### src/rtl/elevador_cabina_if.sv
// Cabin <-> controller bundle.
// The controller (master) drives the motor commands and observes the
// cabin status; the cabin responder (slave) does the opposite.
//   motorsubir, motorbajar : up / down motor commands
//   dato                   : current floor code (1..NUM_FLOORS)
//   en_piso                : cabin stopped at a floor
//   moviendo               : cabin travelling up or down
//   llegada                : one-cycle arrival pulse
//   falla                  : sticky fault flag
interface elevador_cabina_if;
    logic       motorsubir;
    logic       motorbajar;
    logic [3:0] dato;
    logic       en_piso;
    logic       moviendo;
    logic       llegada;
    logic       falla;

    modport master (
        output motorsubir,
        output motorbajar,
        input  dato,
        input  en_piso,
        input  moviendo,
        input  llegada,
        input  falla
    );

    modport slave (
        input  motorsubir,
        input  motorbajar,
        output dato,
        output en_piso,
        output moviendo,
        output llegada,
        output falla
    );
endinterface

### src/rtl/elevador_cabina.sv
// Cabin/shaft-side responder for the elevator controller.
// Counts travel ticks while a motor command is held, reports the current
// floor and motion status, pulses llegada on arrival and latches a sticky
// fault on illegal commands (both motors, overtravel, reversal mid-travel).
// Ports:
//   clk   : system clock, rising edge
//   rst_n : synchronous reset, active low
//   bus   : slave side of elevador_cabina_if (motor inputs, status outputs)
// All outputs are registered and updated together with the state, so they
// always describe the state the FSM has just entered.
module elevador_cabina #(
    parameter int TRAVEL_TICKS = 4,   // edges per floor, 1..255
    parameter int NUM_FLOORS   = 3    // highest floor, 2..15
) (
    input  logic               clk,
    input  logic               rst_n,
    elevador_cabina_if.slave   bus
);

    typedef enum logic [1:0] {
        PARADO   = 2'd0,
        SUBIENDO = 2'd1,
        BAJANDO  = 2'd2,
        FALLA    = 2'd3
    } state_t;

    localparam logic [3:0] TOP_FLOOR   = 4'(NUM_FLOORS);
    localparam logic [7:0] LAST_TICK   = 8'(TRAVEL_TICKS - 1);
    localparam bit         SINGLE_TICK = (TRAVEL_TICKS == 1);

    state_t     state_reg;
    logic [3:0] piso_reg;
    logic [7:0] cnt_reg;
    logic       en_piso_reg;
    logic       moviendo_reg;
    logic       llegada_reg;
    logic       falla_reg;

    logic sub;
    logic baj;
    assign sub = bus.motorsubir;
    assign baj = bus.motorbajar;

    always_ff @(posedge clk) begin
        if (!rst_n) begin
            state_reg    <= PARADO;
            piso_reg     <= 4'd1;
            cnt_reg      <= 8'd0;
            en_piso_reg  <= 1'b1;
            moviendo_reg <= 1'b0;
            llegada_reg  <= 1'b0;
            falla_reg    <= 1'b0;
        end else begin
            llegada_reg <= 1'b0;
            case (state_reg)
                PARADO: begin
                    if ((sub && baj) || (sub && piso_reg == TOP_FLOOR) ||
                        (baj && piso_reg == 4'd1)) begin
                        // Conflicting command or overtravel at either end.
                        state_reg    <= FALLA;
                        falla_reg    <= 1'b1;
                        en_piso_reg  <= 1'b0;
                        moviendo_reg <= 1'b0;
                    end else if (sub) begin
                        if (SINGLE_TICK) begin
                            // One tick per floor: arrive without leaving PARADO.
                            piso_reg    <= piso_reg + 4'd1;
                            llegada_reg <= 1'b1;
                        end else begin
                            state_reg    <= SUBIENDO;
                            cnt_reg      <= 8'd1;
                            en_piso_reg  <= 1'b0;
                            moviendo_reg <= 1'b1;
                        end
                    end else if (baj) begin
                        if (SINGLE_TICK) begin
                            piso_reg    <= piso_reg - 4'd1;
                            llegada_reg <= 1'b1;
                        end else begin
                            state_reg    <= BAJANDO;
                            cnt_reg      <= 8'd1;
                            en_piso_reg  <= 1'b0;
                            moviendo_reg <= 1'b1;
                        end
                    end
                end
                SUBIENDO: begin
                    if (baj) begin
                        // Reversal (or both) mid-travel; piso stays at the departed floor.
                        state_reg    <= FALLA;
                        falla_reg    <= 1'b1;
                        en_piso_reg  <= 1'b0;
                        moviendo_reg <= 1'b0;
                    end else if (sub) begin
                        if (cnt_reg == LAST_TICK) begin
                            state_reg    <= PARADO;
                            piso_reg     <= piso_reg + 4'd1;
                            cnt_reg      <= 8'd0;
                            llegada_reg  <= 1'b1;
                            en_piso_reg  <= 1'b1;
                            moviendo_reg <= 1'b0;
                        end else begin
                            cnt_reg <= cnt_reg + 8'd1;
                        end
                    end
                    // Motor released: stall between floors, everything held.
                end
                BAJANDO: begin
                    if (sub) begin
                        state_reg    <= FALLA;
                        falla_reg    <= 1'b1;
                        en_piso_reg  <= 1'b0;
                        moviendo_reg <= 1'b0;
                    end else if (baj) begin
                        if (cnt_reg == LAST_TICK) begin
                            state_reg    <= PARADO;
                            piso_reg     <= piso_reg - 4'd1;
                            cnt_reg      <= 8'd0;
                            llegada_reg  <= 1'b1;
                            en_piso_reg  <= 1'b1;
                            moviendo_reg <= 1'b0;
                        end else begin
                            cnt_reg <= cnt_reg + 8'd1;
                        end
                    end
                end
                default: begin
                    // FALLA is absorbing until reset; outputs already frozen.
                end
            endcase
        end
    end

    assign bus.dato     = piso_reg;
    assign bus.en_piso  = en_piso_reg;
    assign bus.moviendo = moviendo_reg;
    assign bus.llegada  = llegada_reg;
    assign bus.falla    = falla_reg;

endmodule

### src/flat_wrapper.sv
// flat-port wrapper written by rule: the top's interface ports become plain ports
module elevador_cabina_flat 
#(
    parameter int TRAVEL_TICKS = 4,                             
    parameter int NUM_FLOORS   = 3                           
)
  (clk, rst_n, bus_motorsubir, bus_motorbajar, bus_dato, bus_en_piso, bus_moviendo, bus_llegada, bus_falla);
  elevador_cabina_if bus_i ();
  input  logic clk;
  input  logic rst_n;
  input wire logic [$bits(bus_i.motorsubir)-1:0] bus_motorsubir;
  input wire logic [$bits(bus_i.motorbajar)-1:0] bus_motorbajar;
  output wire logic [$bits(bus_i.dato)-1:0] bus_dato;
  output wire logic [$bits(bus_i.en_piso)-1:0] bus_en_piso;
  output wire logic [$bits(bus_i.moviendo)-1:0] bus_moviendo;
  output wire logic [$bits(bus_i.llegada)-1:0] bus_llegada;
  output wire logic [$bits(bus_i.falla)-1:0] bus_falla;
  assign bus_i.motorsubir = bus_motorsubir;
  assign bus_i.motorbajar = bus_motorbajar;
  assign bus_dato = bus_i.dato;
  assign bus_en_piso = bus_i.en_piso;
  assign bus_moviendo = bus_i.moviendo;
  assign bus_llegada = bus_i.llegada;
  assign bus_falla = bus_i.falla;
  elevador_cabina #(.TRAVEL_TICKS(TRAVEL_TICKS), .NUM_FLOORS(NUM_FLOORS)) u_core (.clk(clk), .rst_n(rst_n), .bus(bus_i));
endmodule
### config.mk
export PLATFORM = sky130hd
export DESIGN_NAME = elevador_cabina_flat
export DESIGN_NICKNAME = d
export VERILOG_FILES = /design/src/rtl/elevador_cabina_if.sv /design/src/rtl/elevador_cabina.sv /design/src/flat_wrapper.sv
export SDC_FILE = /design/constraint.sdc
export NUM_CORES = 1
export LEC_CHECK = 0
export CAP_MARGIN = 20
export CORE_AREA = 2 2 53 55
export DETAILED_ROUTE_END_ITERATION = 7
export DIE_AREA = 0 0 55 57
export GPL_ROUTABILITY_DRIVEN = 0
export PLACE_DENSITY = 0.69
export SYNTH_ARGS = -nofsm -noshare
export SYNTH_HDL_FRONTEND = slang
export SYNTH_SLANG_ARGS = --single-unit
### constraint.sdc
create_clock -name clk -period 2.6 [get_ports clk]
set_input_delay 0.26 -clock clk [delete_from_list [all_inputs] [get_ports clk]]
set_output_delay 0.26 -clock clk [all_outputs]
set_load 0.02 [all_outputs]
==> qor.txt, run 1 <==
cell row count: 19
mux contribution to synthesized area: 2.67%
Crit path largest cell delay: 0.43 ns
worst hold path type: flip-flop to flip-flop
Slew Limit Fails: 0
Fin Setup TNS: 0 ns
drt total wl: 2.43 mm
largest family of logic cells by synthesized area: simple AND/OR/NAND/NOR gates
CTS root buffer: clkbuf_4
Total GRT Usage: 17.1%
H-tree level count: 1
Die H: 57 um
FF-to-FF setup slack: 0.35 ns
setup bufs post-CTS: 0
Syn-to-layout area delta: 15.6%
global route overflow: 0
worst path bufs/invs: 1
startpoint type of the worst setup path: flip-flop
clock period minus final worst setup slack: 2.25 ns
full die area: 0.00314 mm^2
WS Path Type: flip-flop to flip-flop
clock sink count: 18
# DRC: 0
nature of the critical path endpoint: flip-flop
Simple-Gate Fraction of Synth Area: 30.1%
hpwl dp: 1.82 mm
Synth Register Bits: 18
area share of the largest cell type after synthesis: 32.1%
reg2reg start: u_core.state_reg[0]
layout cells sized above 1: 9.72%
critical path's slowest cell: a21oi_1
leak pwr: 0.511 nW
Syn Nets: 144
Setup Viol. Count Final: 0
Top Ports: 12
post-synthesis adder-cell area fraction: 8.91%
CTS resizes: 0
vias in the first global route: 939
Compound-Gate Fraction of Synth Area: 20.3%
worst path required time: 2.78 ns
largest net degree at the start of global routing: 13
Setup crit start: u_core.state_reg[0]
CTS Buffer Depth: 2
top_reg_cell synth: dfxtp_1
number of synthesized flops with an enable pin: 0
CTS tree: yes
first-pass GRT wire length: 4.00 mm
hold_sp: u_core.cnt_reg[1]
Gate Count Post-Synth: 132
Worst Hold Depth: 2
r2r endpoint: u_core.state_reg[1]
yosys warns: 0
RSZ-0062 raised after global routing: no
fin crit share: 86.3%
outcome: completed
Slew headroom: 66.9%
Layout Utilization: 49.7%
detailed-route via count: 1,045
DR iter-0 viols: 24
top cell type by total area after synthesis: dfxtp_1
mapped cell area: 0.00112 mm^2
n_diodes: 0
wire per inst: 13.9 um
cts bufs inserted: 3
hold worst-path end: u_core.cnt_reg[1]
Distinct cells, synth: 41
r2r worst-path depth: 7
crit path cell chain: inv_1, ha_1, or3_1, a21oi_1, nand3_1, a31oi_1, a311oi_1
Initial DRT Pass Iterations: 4
antenna violations before repair: 0
Clock transition at path regs: 0.10 ns
vias per cell: 5.97
Crit Path Max Fanout: 11
post-synthesis sequential area ratio: 32.1%
clock latency on the worst-skew pair: 0.29 ns
# port buffers: 11
pwr dens: 757 mW/mm^2
max FFs per register: 8
Starting Density: 43.0%
CTS Hold Bufs: 0
post-route ant nets: 0
Clock Skew: 0.00431 ns
Synth Area in XOR/XNOR: 2.34%
top cells by area, synth: dfxtp_1, ha_1, o21ai_0
die width: 55 um
ys async rst share: 0%
Worst EP arrival: 2.42 ns
Slew @ Worst Pin: 0.497 ns
Peak Freq: 445 MHz
Peak VDD IR: 0.000458 V
Core Area: 0.00262 mm^2
syn avg cell area: 8.51 um^2
Max Cap Viol: 0
Hold Vio Cnt, Final: 0
Crit path max-delay family: compound AO/OA/AOI/OAI gates
final net count: 158
-- worst min-delay path, stage by stage, from the launching register on --
cell	delay, ns
dfxtp_1	0.34
nand3_1	0.06
o21ai_0	0.07
-- kinds of logic (layout without fill, tap and decap cells) --
group / count (synthesis) / after routing
and+or+nand+nor: 55 / 55
buffers and inverters: 11 / 23
AOI/OAI and AO/OA: 34 / 34
xor gates and xnor gates: 3 / 3
adders and majority gates: 8 / 8
muxes: 3 / 3
DFF: 18 / 18
-- Yosys cell counts, types with 2 or more instances --
| library cell | count |
|---|---|
| clkbuf_1 | 5 |
| nand4bb_1 | 2 |
| nor4b_1 | 2 |
| a22oi_1 | 3 |
| o21ai_0 | 8 |
| nor2_1 | 8 |
| or3_1 | 2 |
| a211o_1 | 4 |
| dfxtp_1 | 18 |
| nor2b_1 | 2 |
| or2_2 | 3 |
| a31oi_1 | 3 |
| mux2i_1 | 3 |
| ha_1 | 8 |
| nor3_1 | 3 |
| inv_1 | 6 |
| and2_1 | 2 |
| nand2b_1 | 3 |
| xnor2_1 | 2 |
| nand2_1 | 6 |
| and3_1 | 3 |
| nand3_1 | 6 |
| a21oi_1 | 7 |
| a211oi_1 | 2 |
| nor4_1 | 5 |
-- stage by stage --
step | worst slack, ns | total power [mW] | hold slack [ns] | instance area (um^2) | cells
CTS | 0.379 | 0.986 | 0.507 | 1300 | 175
global placement | 0.390 | 0.825 | 0.484 | 1280 | 172
finish | 0.355 | 0.983 | 0.505 | 1300 | 175
global route | 0.216 | 1.05 | 0.533 | 1300 | 175
floorplan | 0.609 | 0.703 | 0.464 | 1120 | 132
detailed placement | 0.281 | 0.842 | 0.476 | 1280 | 172
-- metal layers --
layer / routed length [um] / GRT usage (%) / up-vias
li1: - / - / 525
met1: 1160 / 23.0 / 496
met2: 1140 / 26.2 / 22
met3: 103 / 4.71 / 2
met4: 21 / 5.57 / 0
met5: 0 / 0 / -
-- report_power, final --
part,internal [mW],switching (mW),total [mW]
clock network,0.0539,0.0858,0.140
logic,0.206,0.288,0.494
registers,0.313,0.0359,0.349
total,0.573,0.409,0.983
-- cell usage in the layout (no fill, tap or decap), types with 2 or more instances in the layout --
cell / n
dfxtp_1: 18
clkdlybuf4s50_1: 11
nor2_1: 8
o21ai_0: 8
ha_1: 8
a21oi_1: 7
inv_1: 6
nand2_1: 6
nand3_1: 6
nor4_1: 5
a211o_1: 4
mux2i_1: 3
nand2b_1: 3
a31oi_1: 3
and3_1: 3
nor3_1: 3
a22oi_1: 3
or2_2: 3
clkbuf_4: 3
buf_4: 3
and2_1: 2
or3_1: 2
nor2b_1: 2
nand4bb_1: 2
xnor2_1: 2
nor4b_1: 2
a211oi_1: 2
-- worst max-delay path by stage --
stage | endpoint | slack, ns | cells after the start
3_3_place_gp | u_core.cnt_reg[6] | 0.39 | 7
6_report | u_core.state_reg[1] | 0.35 | 7
2_1_floorplan | u_core.bus.dato[2] | 0.61 | 7
3_5_place_dp | u_core.cnt_reg[6] | 0.28 | 7
4_1_cts | u_core.state_reg[1] | 0.38 | 7
5_1_grt | u_core.state_reg[1] | 0.22 | 7
-- final cells by class --
cell class              count  area (um^2)
fillers                   250         1320
multi-input cells         103          722
flip-flops and latches     18          360
repair buffers             14          133
well taps                  31         38.8
clock buffers               3         22.5
inverters                   6         22.5
Note: power is estimated with default switching activity, not from simulation.
==> run 2: changes to the inputs <==
--- a/config.mk
+++ b/config.mk
@@ -5,7 +5,6 @@
 export SDC_FILE = /design/constraint.sdc
 export NUM_CORES = 1
 export LEC_CHECK = 0
-export CAP_MARGIN = 20
 export CORE_AREA = 2 2 53 55
 export DETAILED_ROUTE_END_ITERATION = 7
 export DIE_AREA = 0 0 55 57
==> results of run 2 <==
The final DEF is identical to that of run 1; final timing and power are the same.
